==> config.mk <==
export PLATFORM = sky130hd
export DESIGN_NAME = uart_tx_flat
export DESIGN_NICKNAME = d
export VERILOG_FILES = /design/src/rtl/uart_tx_if.sv /design/src/rtl/uart_tx.sv /design/src/flat_wrapper.sv
export SDC_FILE = /design/constraint.sdc
export NUM_CORES = 1
export LEC_CHECK = 0
export BUFFER_PORTS_ARGS = -buffer_cell sky130_fd_sc_hd__buf_2
export CAP_MARGIN = 20
export CORE_MARGIN = 2
export CORE_UTILIZATION = 55
export CTS_CLUSTER_SIZE = 16
export DETAILED_ROUTE_END_ITERATION = 6
export PLACE_DENSITY = 0.79
export SLEW_MARGIN = 20
export SYNTH_ARGS = -nofsm -noshare
export SYNTH_HDL_FRONTEND = slang
export SYNTH_SLANG_ARGS = --single-unit
==> constraint.sdc <==
create_clock -name Clock -period 3.1 [get_ports Clock]
set_clock_uncertainty 0.15 [all_clocks]
set_input_delay 0.155 -clock Clock [delete_from_list [all_inputs] [get_ports Clock]]
set_output_delay 0.155 -clock Clock [all_outputs]
set_load 0.01 [all_outputs]
==> src/rtl/uart_tx_if.sv <==
// uart_tx_if: byte handshake between the TX driver and the serial transmitter.
//   XMitGo  - driver -> transmitter, request to send TxData
//   TxData  - driver -> transmitter, byte to send (sampled on the accepting edge)
//   TxEmpty - transmitter -> driver, idle and able to accept a byte
interface uart_tx_if;
    logic       XMitGo;
    logic [7:0] TxData;
    logic       TxEmpty;

    modport master (output XMitGo, output TxData, input TxEmpty);
    modport slave  (input XMitGo, input TxData, output TxEmpty);
endinterface

==> src/rtl/uart_tx.sv <==
// uart_tx: 8N1 asynchronous serial transmitter.
//   Clock - system clock, rising-edge active
//   Reset - asynchronous, active-low reset
//   drv   - driver handshake (XMitGo/TxData in, TxEmpty out)
//   Tx    - registered serial line, idles high
// One byte is accepted per XMitGo while idle; the frame is start bit, eight
// data bits LSB first, stop bit, each CLKS_PER_BIT clocks long.
module uart_tx #(
    parameter int CLKS_PER_BIT = 1302,
    parameter int DATA_BITS    = 8
) (
    input  logic      Clock,
    input  logic      Reset,
    uart_tx_if.slave  drv,
    output logic      Tx
);

    localparam int                CNT_W    = $clog2(CLKS_PER_BIT);
    localparam logic [CNT_W-1:0] CNT_LAST = CNT_W'(CLKS_PER_BIT - 1);
    localparam logic [2:0]        BIT_LAST = 3'(DATA_BITS - 1);

    typedef enum logic [1:0] {
        IDLE  = 2'd0,
        START = 2'd1,
        DATA  = 2'd2,
        STOP  = 2'd3
    } state_t;

    state_t           state_q, state_d;
    logic [CNT_W-1:0] cnt_q, cnt_d;
    logic [2:0]       bit_q, bit_d;
    logic [7:0]       shift_q, shift_d;
    logic             tx_q, tx_d;
    logic             empty_q, empty_d;
    logic             cnt_done;

    always_ff @(posedge Clock or negedge Reset) begin
        if (!Reset) begin
            state_q <= IDLE;
            cnt_q   <= '0;
            bit_q   <= '0;
            shift_q <= '0;
            tx_q    <= 1'b1;
            empty_q <= 1'b1;
        end else begin
            state_q <= state_d;
            cnt_q   <= cnt_d;
            bit_q   <= bit_d;
            shift_q <= shift_d;
            tx_q    <= tx_d;
            empty_q <= empty_d;
        end
    end

    always_comb begin
        state_d  = state_q;
        cnt_d    = cnt_q;
        bit_d    = bit_q;
        shift_d  = shift_q;
        cnt_done = (cnt_q == CNT_LAST);

        case (state_q)
            IDLE: begin
                if (drv.XMitGo) begin
                    shift_d = drv.TxData;
                    cnt_d   = '0;
                    bit_d   = '0;
                    state_d = START;
                end
            end
            START: begin
                if (cnt_done) begin
                    cnt_d   = '0;
                    state_d = DATA;
                end else begin
                    cnt_d = cnt_q + CNT_W'(1);
                end
            end
            DATA: begin
                if (cnt_done) begin
                    cnt_d = '0;
                    if (bit_q == BIT_LAST) begin
                        state_d = STOP;
                    end else begin
                        bit_d   = bit_q + 3'd1;
                        shift_d = shift_q >> 1;
                    end
                end else begin
                    cnt_d = cnt_q + CNT_W'(1);
                end
            end
            STOP: begin
                if (cnt_done) begin
                    cnt_d   = '0;
                    state_d = IDLE;
                end else begin
                    cnt_d = cnt_q + CNT_W'(1);
                end
            end
            default: begin
                state_d = IDLE;
                cnt_d   = '0;
                bit_d   = '0;
            end
        endcase

        // Line level and ready flag are derived from the next state so both
        // come straight out of flops, aligned with the state register.
        case (state_d)
            START:   tx_d = 1'b0;
            DATA:    tx_d = shift_d[0];
            default: tx_d = 1'b1;
        endcase
        empty_d = (state_d == IDLE);
    end

    assign Tx          = tx_q;
    assign drv.TxEmpty = empty_q;

endmodule

==> src/flat_wrapper.sv <==
// flat-port wrapper written by rule: the top's interface ports become plain ports
module uart_tx_flat 
#(
    parameter int CLKS_PER_BIT = 1302,
    parameter int DATA_BITS    = 8
)
  (Clock, Reset, Tx, drv_XMitGo, drv_TxData, drv_TxEmpty);
  uart_tx_if drv_i ();
  input  logic Clock;
  input  logic Reset;
  output logic Tx;
  input wire logic [$bits(drv_i.XMitGo)-1:0] drv_XMitGo;
  input wire logic [$bits(drv_i.TxData)-1:0] drv_TxData;
  output wire logic [$bits(drv_i.TxEmpty)-1:0] drv_TxEmpty;
  assign drv_i.XMitGo = drv_XMitGo;
  assign drv_i.TxData = drv_TxData;
  assign drv_TxEmpty = drv_i.TxEmpty;
  uart_tx #(.CLKS_PER_BIT(CLKS_PER_BIT), .DATA_BITS(DATA_BITS)) u_core (.Clock(Clock), .Reset(Reset), .drv(drv_i), .Tx(Tx));
endmodule
==> flow_summary.yaml, run 1 <==
run_status:
  outcome: "complete, no violations"
flow_run:
  cap_viol_max_count: 0
clock_network:
  clockBufferDepth: 2
  clk_pin_slew_worst_paths_ns: 0.15
  clock_latency_ns: 0.34
  htree_num_levels: 1
  numCtsBuffers: 3
  cts_tree: "yes"
  cts_resized: 0
  clock-sinks: 26
  cts-root-buf: "clkbuf_4"
sta:
  slew_viol_final: 0
  fmax_mhz: 479
  whs_ns: 0.0273
  period_share: 0.674
  tns_ns: 0
  finalHoldViolations: 0
  setup_viol: 0
  period_minus_slack_ns: 2.09
  layout_setup_ws_ns: 1.01
  rsz0062_at_grt: "false"
  worst_pin_slew_ns: 0.636
  relSlewSlack: 0.575
synth:
  synth_async_sr_flop_share: 1.00
  ys_seq_elements: 26
  syn-instance-count: 154
  synth_edf_count: 0
  syn-cell-area_um2: 1480
  syn_nets: 169
  ys_seq_area_frac: 0.441
  yosys_most_used_dff: "dfrtp_1"
  synth.distinct_cells: 43
  synth.avg_cell_area_um2: 9.61
  yosys_warnings: 0
critical_path:
  cpMaxStageDelayCell: "dfrtp_1"
  crit_buf_inv: 0
  crit_chain: "ha_1 > ha_1 > nor3b_1 > a41oi_2 > mux2_2"
  crit_arrival_ns: 2.18
  cp-start-kind: "flip-flop"
  worstPathMaxFanout: 9
  path_delay_family: "adder cells"
  path_class: "flip-flop to flip-flop"
  max_stage_delay_ns: 0.41
  worstPathRequired_ns: 3.19
  reg2reg_slack_ns: 1.01
  cp-end-kind: "flip-flop"
  cp_common_cell: "ha_1"
detailed_routing:
  antenna_left: 0
  dr.pass1.iters: 5
  via_count: 1216
  drt-vias-per-instance: 6.05
  drt_iter0_drc: 48
  drc: 0
  wl_um: 3010
  wire_per_inst_um: 15.0
cells_and_area:
  final_cell_mix: "nand2_1, dfrtp_1, buf_2"
  layout_commonest_cell: "nand2_1"
  fin_util: 0.662
  drive_above_1_share: 0.181
  nets: 187
  syn_to_final_growth_pct: 12.8
  antenna_cells: 0
grt:
  grt_pass1_wl_um: 5330
  grt_overflow: 0
  grt_max_degree: 27
  grt_usage: 0.219
  grt_antenna_before_repair: 0
  grt_pass1_vias: 1164
die:
  dieArea_um2: 3120
  core_area_um2: 2520
  fp.dieH_um: 55.9
  die_x_um: 55.9
  initial_core_util: 0.587
  ios: 13
  rows: 18
power:
  p_leak_nw: 0.750
  irDropWorstVdd_mv: 0.451
  powerDensity_nw_per_um2: 654
  power_mw: 1.09
placement:
  gp_congestion: 0.823
  io_buffers: 12
  dp_slack_ns: 1.05
  dp_hpwl_um: 2030
worst_hold_path:
  hold_class: "input port to flip-flop"
[cell families (layout without fill, tap and decap cells)]
family | count (synthesis) | count (layout) | synth area share
adder cells (fa/ha/maj) | 4 | 4 | 0.0338
AO/OA/AOI/OAI | 40 | 40 | 0.209
AND/OR/NAND/NOR | 62 | 62 | 0.225
buffers and inverters | 17 | 34 | 0.0575
multiplexers | 4 | 4 | 0.0279
flip-flops | 26 | 26 | 0.441
XOR/XNOR | 1 | 1 | 0.00592
[worst paths after layout]
check / to / from / cells after the start
worst max-delay path: u_core.bit_q[0] / u_core.bit_q[0] / 5
worst min-delay path: u_core.shift_q[7] / drv_XMitGo / 4
worst max register to register: u_core.bit_q[0] / u_core.bit_q[0] / 5
worst min register to register: u_core.shift_q[6] / u_core.shift_q[6] / 2
max in group asynchronous: u_core.Tx / Reset / 2
min in group asynchronous: u_core.cnt_q[9] / Reset / 2
[sequential cells by signal (all words and copies together), names as in the netlist]
signal / cells
u_core.cnt_q: 11
u_core.shift_q: 8
u_core.bit_q: 3
u_core.state_q: 2
u_core.Tx: 1
u_core.drv.TxEmpty: 1
[stage by stage]
step                      std cells  area, um2
after floorplan                 154       1480
after global placement          189       1540
after detailed placement        189       1540
after CTS                       201       1670
after global routing            201       1670
final                           201       1670
[tightest hold or removal path, delay by kind of cell]
family	cells	cell delay [ns]
compound gates	1	0.06
simple gates	2	0.15
buf+inv	1	0.13
[layout make-up]
cell class	count	area [um2]
Multi-Input combinational cell	111	742
Timing Repair Buffer	22	155
Clock inverter	1	30.0
Fill cell	196	852
Tap cell	30	37.5
Clock buffer	3	22.5
Inverter	8	30.0
Sequential cell	26	653
[synth_stat cells, types with 2 or more instances]
master	instances	area, um2
inv_1	8	30.0
mux2i_1	3	30.0
a22oi_1	6	45.0
a311oi_1	3	26.3
and2_1	5	31.3
o21ai_0	10	50.1
nor2_1	2	7.51
ha_1	4	50.1
nand2_1	27	101
nor2b_1	2	12.5
dfrtp_1	24	601
buf_4	2	15.0
dfstp_2	2	52.6
nand3_1	8	40.0
a21oi_1	8	40.0
a21o_1	2	15.0
nand4_1	5	31.3
and3_2	2	15.0
buf_2	5	25.0
nor3b_1	2	15.0
and3_1	2	12.5
[layer usage]
layer  track usage  vias up  part of all wire  wire length, um
li1              -      598                 -                -
met1         0.277      586              0.46             1380
met2         0.369       26              0.49             1480
met3        0.0349        6             0.031               93
met4        0.0952        0             0.020               60
met5             0        -                 0                0
[report_power, final]
part	internal [mW]	total, mW	switching [mW]	leakage (nW)
Combinational	0.136	0.291	0.155	0.410
Clock	0.131	0.244	0.113	0.0279
Sequential	0.449	0.557	0.108	0.312
Total	0.715	1.09	0.377	0.750
[timing repair]
item	CTS	global route
hold endpoints to repair	31	0
setup buffers	0	0
hold buffers	8	0
Power figures use the tool's default switching activity.
==> inputs of run 2 (changes only) <==
--- a/config.mk
+++ b/config.mk
@@ -8,7 +8,7 @@
 export BUFFER_PORTS_ARGS = -buffer_cell sky130_fd_sc_hd__buf_2
 export CAP_MARGIN = 20
 export CORE_MARGIN = 2
-export CORE_UTILIZATION = 55
+export CORE_UTILIZATION = 52
 export CTS_CLUSTER_SIZE = 16
 export DETAILED_ROUTE_END_ITERATION = 6
 export PLACE_DENSITY = 0.79
==> constraint.sdc (replaced) <==
create_clock -name Clock -period 1.9 [get_ports Clock]
set_clock_uncertainty 0.15 [all_clocks]
set_input_delay 0.095 -clock Clock [delete_from_list [all_inputs] [get_ports Clock]]
set_output_delay 0.095 -clock Clock [all_outputs]
set_load 0.01 [all_outputs]
==> run 2 against run 1 <==
  * First-iteration DRC count down 6.3%
  * Final cell count up 8.0%
  * Via count up 3.0%
  * Power up 61%
  * Sequential cell count unchanged
  * Fmax up 14%
  * Core utilization down 0.96 points
  * Critical endpoint is now u_core.Tx
  * Clock power about the same
==> flow_summary.yaml, run 2 (synthesized netlist as in run 1, its figures left out) <==
detailed_routing:
  wl_um: 3030
  drc: 0
  drt-vias-per-instance: 5.77
  dr.pass1.iters: 4
  via_count: 1252
  antenna_left: 0
  wire_per_inst_um: 14.0
  drt_iter0_drc: 45
worst_hold_path:
  hold_class: "input port to flip-flop"
  worstHoldEndpoint: "u_core.shift_q[0]"
  hold_depth: 4
  hold_path.startpoint: "drv_TxData[0]"
die:
  dieArea_um2: 3290
  rows: 19
  fp.dieH_um: 57.4
  initial_core_util: 0.541
  die_x_um: 57.4
  ios: 13
  core_area_um2: 2730
clock_network:
  cts-root-buf: "clkbuf_4"
  clockBufferDepth: 2
  numCtsBuffers: 3
  htree_num_levels: 1
  cts_tree: "yes"
  clock-sinks: 26
  clock_latency_ns: 0.32
  clk_pin_slew_worst_paths_ns: 0.15
critical_path:
  worstReg2RegStart: "u_core.cnt_q[1]"
  worst_r2r_path_depth: 7
  crit_arrival_ns: 1.94
  cp-end-kind: "flip-flop"
  worstPathMaxFanout: 7
  worstReg2RegEnd: "u_core.Tx"
  crit_chain: "inv_1 > ha_1 > nor4bb_4 > buf_4 > a41o_2 > o2111ai_1 > a211o_1"
  worstPathRequired_ns: 2.00
  cpMaxStageDelayCell: "dfrtp_1"
  reg2reg_slack_ns: 0.06
  path_class: "flip-flop to flip-flop"
  path_delay_family: "compound AO/OA/AOI/OAI gates"
  crit_buf_inv: 2
  critPathLaunch: "u_core.cnt_q[1]"
  max_stage_delay_ns: 0.41
  cp-start-kind: "flip-flop"
grt:
  grt_pass1_vias: 1248
  grt_pass1_wl_um: 5350
  grt_overflow: 0
  grt_max_degree: 27
  grtUsageMet2: 0.357
  grtUsageMet1: 0.258
  grt_usage: 0.204
  grt_util_met3: 0.0227
  busiest_layer: "met2"
  grt_antenna_before_repair: 0
sta:
  layout_setup_ws_ns: 0.0618
  rsz0062_at_grt: "true"
  setup_viol: 0
  worst_pin_slew_ns: 0.562
  period_share: 0.967
  relSlewSlack: 0.625
  slew_viol_final: 0
  finalHoldViolations: 0
  period_minus_slack_ns: 1.84
  fmax_mhz: 544
placement:
  dp_hpwl_um: 2150
  gp_congestion: 0.799
  io_buffers: 12
  dp_cells: 202
  placed_area_um2: 1630
  dp_slack_ns: -0.0253
cells_and_area:
  nets: 202
  syn_to_final_growth_pct: 20.5
  final_cell_mix: "nand2_1, dfrtp_1, buf_4"
  antenna_cells: 0
  regMostFlops: "u_core.cnt_q"
  largest_reg_flops: 11
  design_area_um2: 1780
  layout_commonest_cell: "nand2_1"
  reg_top3: "u_core.cnt_q (11), u_core.shift_q (8), u_core.bit_q (3)"
  layoutNonFillerInstCount: 217
  drive_above_1_share: 0.258
power:
  powerDensity_nw_per_um2: 984
  irDropWorstVdd_mv: 0.547
  p_sw_mw: 0.621
  intPower_mw: 1.13
  clkPwrFrac: 0.139
  comb_power_share: 0.362
  p_seq_frac: 0.499
  p_leak_nw: 0.811
  switching_share: 0.354
  power_mw: 1.76
flow_run:
  cap_viol_max_count: 0
run_status:
  outcome: "complete, no violations"
## run 2: layout make-up
class / count / area (um2)
fillers: 230 / 950
repair buffers: 37 / 270
clock buffers: 4 / 26.3
flip-flops and latches: 26 / 653
well taps: 31 / 38.8
multi-input cells: 111 / 766
inverters: 8 / 30.0
## run 2: worst max path at each step
stage	to	cells after the start	slack (ns)
5_1_grt	u_core.Tx	7	-0.04
2_1_floorplan	u_core.bit_q[0]	5	0.005
4_1_cts	u_core.Tx	7	0.05
3_5_place_dp	u_core.bit_q[1]	5	-0.03
3_3_place_gp	u_core.bit_q[0]	5	0.04
6_report	u_core.Tx	7	0.06
## run 2: power groups by stage
stage	Clock (mW)	Combinational [mW]	Sequential, mW
after floorplan	0	0.387	0.865
after global placement	0	0.556	0.866
after detailed placement	0	0.586	0.876
after CTS	0.257	0.621	0.866
after global routing	0.276	0.717	0.899
final	0.244	0.635	0.877
## run 2: per-stage QoR
step                hold slack [ns]   util  TNS (ns)
floorplan                    -0.351      -         0
global placement            -0.0269  0.596         0
detailed placement          -0.0227  0.596   -0.0972
CTS                          0.0558  0.648         0
global route                 0.0747  0.653   -0.0385
finish                       0.0639  0.653         0
## run 2: timing repair
action,4_1_cts,5_1_grt
buffers inserted,2,0
setup endpoints to repair,10,12
endpoints found under the hold margin,33,0
pin swaps,1,0
hold buffers,9,0
resized for setup,2,4
## run 2: tightest hold or removal path, stage by stage
cell      delay (ns)
buf_2           0.07
and2_1          0.15
a221oi_4        0.08
o211ai_1        0.09
## run 2: routing by layer
layer	wire, um	vias up
li1	-	622
met1	1360	602
met2	1550	22
met3	77	6
met4	54	0
met5	0	-
